File: config.mk
export PLATFORM = sky130hd
export DESIGN_NAME = fetch_pc_unit
export DESIGN_NICKNAME = d
export VERILOG_FILES = /design/src/rtl/fetch_pc_unit_pkg.sv /design/src/rtl/fetch_pc_unit_npc_calc.sv /design/src/rtl/fetch_pc_unit.sv
export SDC_FILE = /design/constraint.sdc
export NUM_CORES = 1
export LEC_CHECK = 0
export ABC_AREA = 1
export BUFFER_PORTS_ARGS = -buffer_cell sky130_fd_sc_hd__buf_2
export CORE_ASPECT_RATIO = 1.5
export CORE_MARGIN = 1
export CORE_UTILIZATION = 25
export CTS_BUF_LIST = sky130_fd_sc_hd__clkbuf_4
export DETAILED_ROUTE_END_ITERATION = 8
export GPL_TIMING_DRIVEN = 0
export PLACE_DENSITY_LB_ADDON = 0.12
export SLEW_MARGIN = 15
export SYNTH_ARGS = -nofsm -noshare
export SYNTH_HDL_FRONTEND = slang
export SYNTH_SLANG_ARGS = --single-unit
export TNS_END_PERCENT = 100
File: constraint.sdc
create_clock -name clk -period 4.2 [get_ports clk]
set_input_delay 0.21 -clock clk [delete_from_list [all_inputs] [get_ports clk]]
set_output_delay 0.21 -clock clk [all_outputs]
set_load 0.005 [all_outputs]
File: src/rtl/fetch_pc_unit_pkg.sv
// Shared encodings for the fetch front end: next-PC select codes, FSM states
// and the instruction word presented before the first fetch completes.
package fetch_pc_unit_pkg;

    localparam logic [2:0] NPC_PLUS4  = 3'b000;
    localparam logic [2:0] NPC_BRANCH = 3'b001;
    localparam logic [2:0] NPC_JUMP   = 3'b010;
    localparam logic [2:0] NPC_JALR   = 3'b100;

    localparam logic [31:0] NOP_INSTR = 32'h0000_0013;

    typedef enum logic [2:0] {
        FS_IDLE,
        FS_REQ,
        FS_WAIT,
        FS_EXEC,
        FS_HALT
    } fetch_state_e;

endpackage

File: src/rtl/fetch_pc_unit_npc_calc.sv
// Combinational next-PC selection; flags targets that are not word aligned.
module fetch_pc_unit_npc_calc
    import fetch_pc_unit_pkg::*;
(
    input  logic [31:0] pc,
    input  logic [2:0]  npc_op,
    input  logic [31:0] imm,
    input  logic [31:0] alu_out,
    output logic [31:0] next_pc,
    output logic        misaligned
);

    always_comb begin
        next_pc = pc + 32'd4;
        case (npc_op)
            NPC_BRANCH,
            NPC_JUMP:   next_pc = pc + imm;
            // JALR clears bit 0 of rs1+imm; bit 1 can still leave it misaligned.
            NPC_JALR:   next_pc = alu_out & 32'hFFFF_FFFE;
            default:    next_pc = pc + 32'd4;
        endcase
    end

    assign misaligned = |next_pc[1:0];

endmodule

File: src/rtl/fetch_pc_unit.sv
// Instruction-fetch front end: PC register, req/gnt/rvalid IMEM handshake,
// instruction hold for decode, retire counter and sticky fault halt.
module fetch_pc_unit
    import fetch_pc_unit_pkg::*;
#(
    parameter logic [31:0] RESET_PC = 32'h0000_0000
) (
    input  logic        clk,
    input  logic        rstn,
    input  logic [2:0]  npc_op,
    input  logic [31:0] imm,
    input  logic [31:0] alu_out,
    input  logic        exec_done,
    output logic        imem_req,
    output logic [31:0] imem_addr,
    input  logic        imem_gnt,
    input  logic        imem_rvalid,
    input  logic [31:0] imem_rdata,
    input  logic        imem_err,
    output logic [31:0] pc,
    output logic [31:0] pc_plus4,
    output logic [31:0] instr,
    output logic        instr_valid,
    output logic        halted,
    output logic [31:0] instret
);

    fetch_state_e state_q, state_d;
    logic [31:0]  pc_q, pc_d;
    logic [31:0]  instr_q, instr_d;
    logic [31:0]  instret_q, instret_d;
    logic         req_q, vld_q, halt_q;
    logic [31:0]  next_pc;
    logic         misaligned;

    fetch_pc_unit_npc_calc u_npc_calc (
        .pc         (pc_q),
        .npc_op     (npc_op),
        .imm        (imm),
        .alu_out    (alu_out),
        .next_pc    (next_pc),
        .misaligned (misaligned)
    );

    always_comb begin
        state_d   = state_q;
        pc_d      = pc_q;
        instr_d   = instr_q;
        instret_d = instret_q;
        case (state_q)
            FS_IDLE: state_d = FS_REQ;
            FS_REQ: begin
                if (imem_gnt) state_d = FS_WAIT;
            end
            FS_WAIT: begin
                if (imem_rvalid) begin
                    if (imem_err) begin
                        state_d = FS_HALT;
                    end else begin
                        instr_d = imem_rdata;
                        state_d = FS_EXEC;
                    end
                end
            end
            FS_EXEC: begin
                if (exec_done) begin
                    // A misaligned target faults without committing the PC or count.
                    if (misaligned) begin
                        state_d = FS_HALT;
                    end else begin
                        pc_d      = next_pc;
                        instret_d = instret_q + 32'd1;
                        state_d   = FS_REQ;
                    end
                end
            end
            FS_HALT: state_d = FS_HALT;
            default: state_d = FS_IDLE;
        endcase
    end

    // Status outputs are registered from the next state so they align with state_q.
    always_ff @(posedge clk or negedge rstn) begin
        if (!rstn) begin
            state_q   <= FS_IDLE;
            pc_q      <= RESET_PC;
            instr_q   <= NOP_INSTR;
            instret_q <= 32'd0;
            req_q     <= 1'b0;
            vld_q     <= 1'b0;
            halt_q    <= 1'b0;
        end else begin
            state_q   <= state_d;
            pc_q      <= pc_d;
            instr_q   <= instr_d;
            instret_q <= instret_d;
            req_q     <= (state_d == FS_REQ);
            vld_q     <= (state_d == FS_EXEC);
            halt_q    <= (state_d == FS_HALT);
        end
    end

    assign imem_req    = req_q;
    assign imem_addr   = pc_q;
    assign pc          = pc_q;
    assign pc_plus4    = pc_q + 32'd4;
    assign instr       = instr_q;
    assign instr_valid = vld_q;
    assign halted      = halt_q;
    assign instret     = instret_q;

endmodule
==> metrics.txt <==
routed vias 9,728; CTS root buffer clkbuf_4; GR Util met1 20.5%; reg-to-reg critical path endpoint state_q[0]$_DFF_PN0_; Fin Hold WS 0.0739 ns; DR vias/cell 4.46; Port-buffer cells 266; worst path bufs/invs 1; register area 2560 um^2; die width 155 um; critical path launch point imem_addr[2]$_DFFE_PN0P_; # rows 83; Post-Layout Cell Count 2,179; final hold vios 0; clock tree buffer depth 2; final worst setup slack 1.28 ns; commonest cells in the netlist 577 x nand2_1, 205 x inv_1, 105 x nor2_1, 99 x dfrtp_1, 72 x nand3_1; vias in the first global route 9,883; GR Util met3 3.57%; initial antenna violation count 3; Detail Route Antenna Nets 0; TritonCTS clock tree done; DR iter-0 viols 310; Main synth FF type dfrtp_1; Lkg Pwr 6.38 nW; reg2reg setup slack 1.35 ns; pre-CTS setup slack 1.40 ns; Final Cycle Share 69.6%; Critical Path Stages 9; CTS H-tree lvls 3; setup violators final 0; Mapped Area 8730 um^2; Setup TNS 0 ns; Placed Cells incl. Taps 2,103; starting density of the core 25.5%; max cap viols 0; CTS Buf Count 9; worst-path cell chain ha_1, nand3_1, nor2_2, nand2_1, nor2_2, nand2_1, nand2_1, and2_1, buf_2; Final min period 2.92 ns; slew of the pin with the lowest slew margin 0.748 ns; area share of the largest cell type after synthesis 28.4%; count leader, synth nand2_1; hold depth 5; delay-heaviest family, CP simple AND/OR/NAND/NOR gates; Die Y 231 um; Worst Setup EP pc_plus4[20]; total global routing overflow 0; critical path class reg -> out; slowest CP cell dfrtp_1; first-pass GRT wire length 54.7 mm; Post-synth EDFFs 0; area grow syn2layout 29.9%; Total Routing Usage GR 20.7%; Worst Hold Class in -> reg; largest net degree at the start of global routing 58; clk sinks 102; # fillers 3,882; clk_skew 0.0185 ns; die area 35,700 um^2; wire per inst 16.7 um; clk slew on worst S/H paths 0.18 ns; Synth cell types 41; reg2reg path depth 10; Peak VDD IR 0.248 mV; yosys warns 0; fmax 0.342 GHz; TritonRoute pass-1 iters 4; Reg-to-Reg Start imem_addr[0]$_DFFE_PN0P_; post-synthesis sequential area ratio 29.3%; GPL Wtd Cong 0.874; WL final 36.3 mm; worst path required time 3.99 ns; ranking of synthesized cells by area dfrtp_1 28%, nand2_1 25%, inv_1 8.8%; Final Slew Violations 0; crit path capture type output pin; RSZ-0062 raised after global routing no; GR peak layer met2; CP peak stage delay 0.54 ns; Skew-Pair Late Insertion Delay 0.56 ns; Mapped Nets 1,550; Synth Register Bits 102; syn_area_per_cell 6.19 um^2; post-synth top area cell dfrtp_1; Syn Inst Count 1,411; CP dominant cell by count nand2_1; Multi-input gate area 4990 um^2; fraction of layout instances using a drive strength above 1 20.9%; Slew headroom 50.1%; WP data arrival 2.71 ns; core area 34,300 um^2; Async SR Flop Fraction 100%; Ports 268; postcts setup bufs 0; M2 GR Usage 40.5%; DPL Wire Length 30.1 mm; nets 1,886; crit start category flip-flop; status complete, no violations; pwr/cell area 555 nW/um^2; CP Max Fanout 7; DRC viols 0
[cells by family (layout without fill, tap and decap cells)]
logic type | count (synthesis) | count (layout) | synth area share (%)
adders and majority gates | 34 | 34 | 4.96
other | 0 | 2 | 0
buffers and inverters | 271 | 612 | 13.5
DFF | 102 | 102 | 29.3
and+or+nand+nor | 850 | 850 | 40.6
xor gates and xnor gates | 41 | 41 | 4.11
AOI/OAI and AO/OA | 113 | 113 | 7.47
[worst min-delay path, stage by stage]
cell,delay (ns)
buf_2,0.09
nor3_2,0.07
inv_2,0.12
nand2_1,0.06
nand2_1,0.05
[cell type report]
| class | count | share of cell area (%) |
|---|---|---|
| clock inverter | 7 | 0.563 |
| buffer | 62 | 3.50 |
| sequential | 102 | 22.5 |
| clock buffer | 9 | 0.596 |
| inverter | 209 | 6.92 |
| antenna | 2 | 0.0441 |
| tap | 425 | 4.69 |
| timing repair buffer | 325 | 17.2 |
| multi-input combinational | 1038 | 44.0 |
[flip-flops by register name, indices dropped and copies added (netlist names)]
register     cells
halted           1
imem_addr       32
imem_req         1
instr           32
instr_valid      1
instret         32
state_q          3
[worst min path at each step]
| stage | from | endpoint | slack [ns] |
|---|---|---|---|
| detailed placement | rstn | instret[30]$_DFFE_PN0P_ | 0.20 |
| floorplan | rstn | halted$_DFF_PN0_ | -0.09 |
| finish | imem_err | instr[19]$_DFFE_PN0P_ | 0.07 |
| CTS | imem_err | instr[19]$_DFFE_PN0P_ | 0.001 |
| global route | alu_out[30] | imem_addr[30]$_DFFE_PN0P_ | 0.05 |
| global placement | imem_rdata[10] | instr[10]$_DFFE_PN0P_ | 0.41 |
[stage by stage]
step                utilization, %  total power, mW  cell area (um^2)
finish                        33.1             6.29             11300
global route                  33.1             6.95             11300
CTS                           33.1             6.39             11300
detailed placement            31.0             5.73             10600
global placement              30.9             5.71             10600
floorplan                        -             4.08              8730
[power breakdown]
group / switching [mW] / internal [mW] / total, mW / leakage, nW
clock: 0.423 / 0.138 / 0.560 / 0.0743
combinational: 2.35 / 1.56 / 3.91 / 5.06
sequential: 0.500 / 1.32 / 1.82 / 1.24
total: 3.27 / 3.02 / 6.29 / 6.38
[metal layers]
| layer | wire length (um) | part of all wire, % |
|---|---|---|
| met4 | 1710 | 4.7 |
| met5 | 8 | 0.022 |
| met3 | 1300 | 3.6 |
| met2 | 19900 | 55 |
| met1 | 13400 | 37 |
[timing repair]
action                                 4_1_cts  5_1_grt
hold buffers                                58        0
endpoints found under the hold margin      154        0
gates resized for setup                      0        0
setup endpoints to repair                    0        0
[placed cells by master (no fill, tap or decap), types with 25 or more instances in the layout]
cell type	Yosys	routed
nand3_1	72	72
buf_2	14	279
ha_1	33	33
dlygate4sd3_1	0	58
xor2_1	31	31
buf_4	35	35
nor3_1	29	29
inv_1	205	205
nand4_1	25	25
dfrtp_1	99	99
a21oi_1	53	53
nor2_1	105	105
nand2_1	577	577
Note: power is estimated with default switching activity, not from simulation.
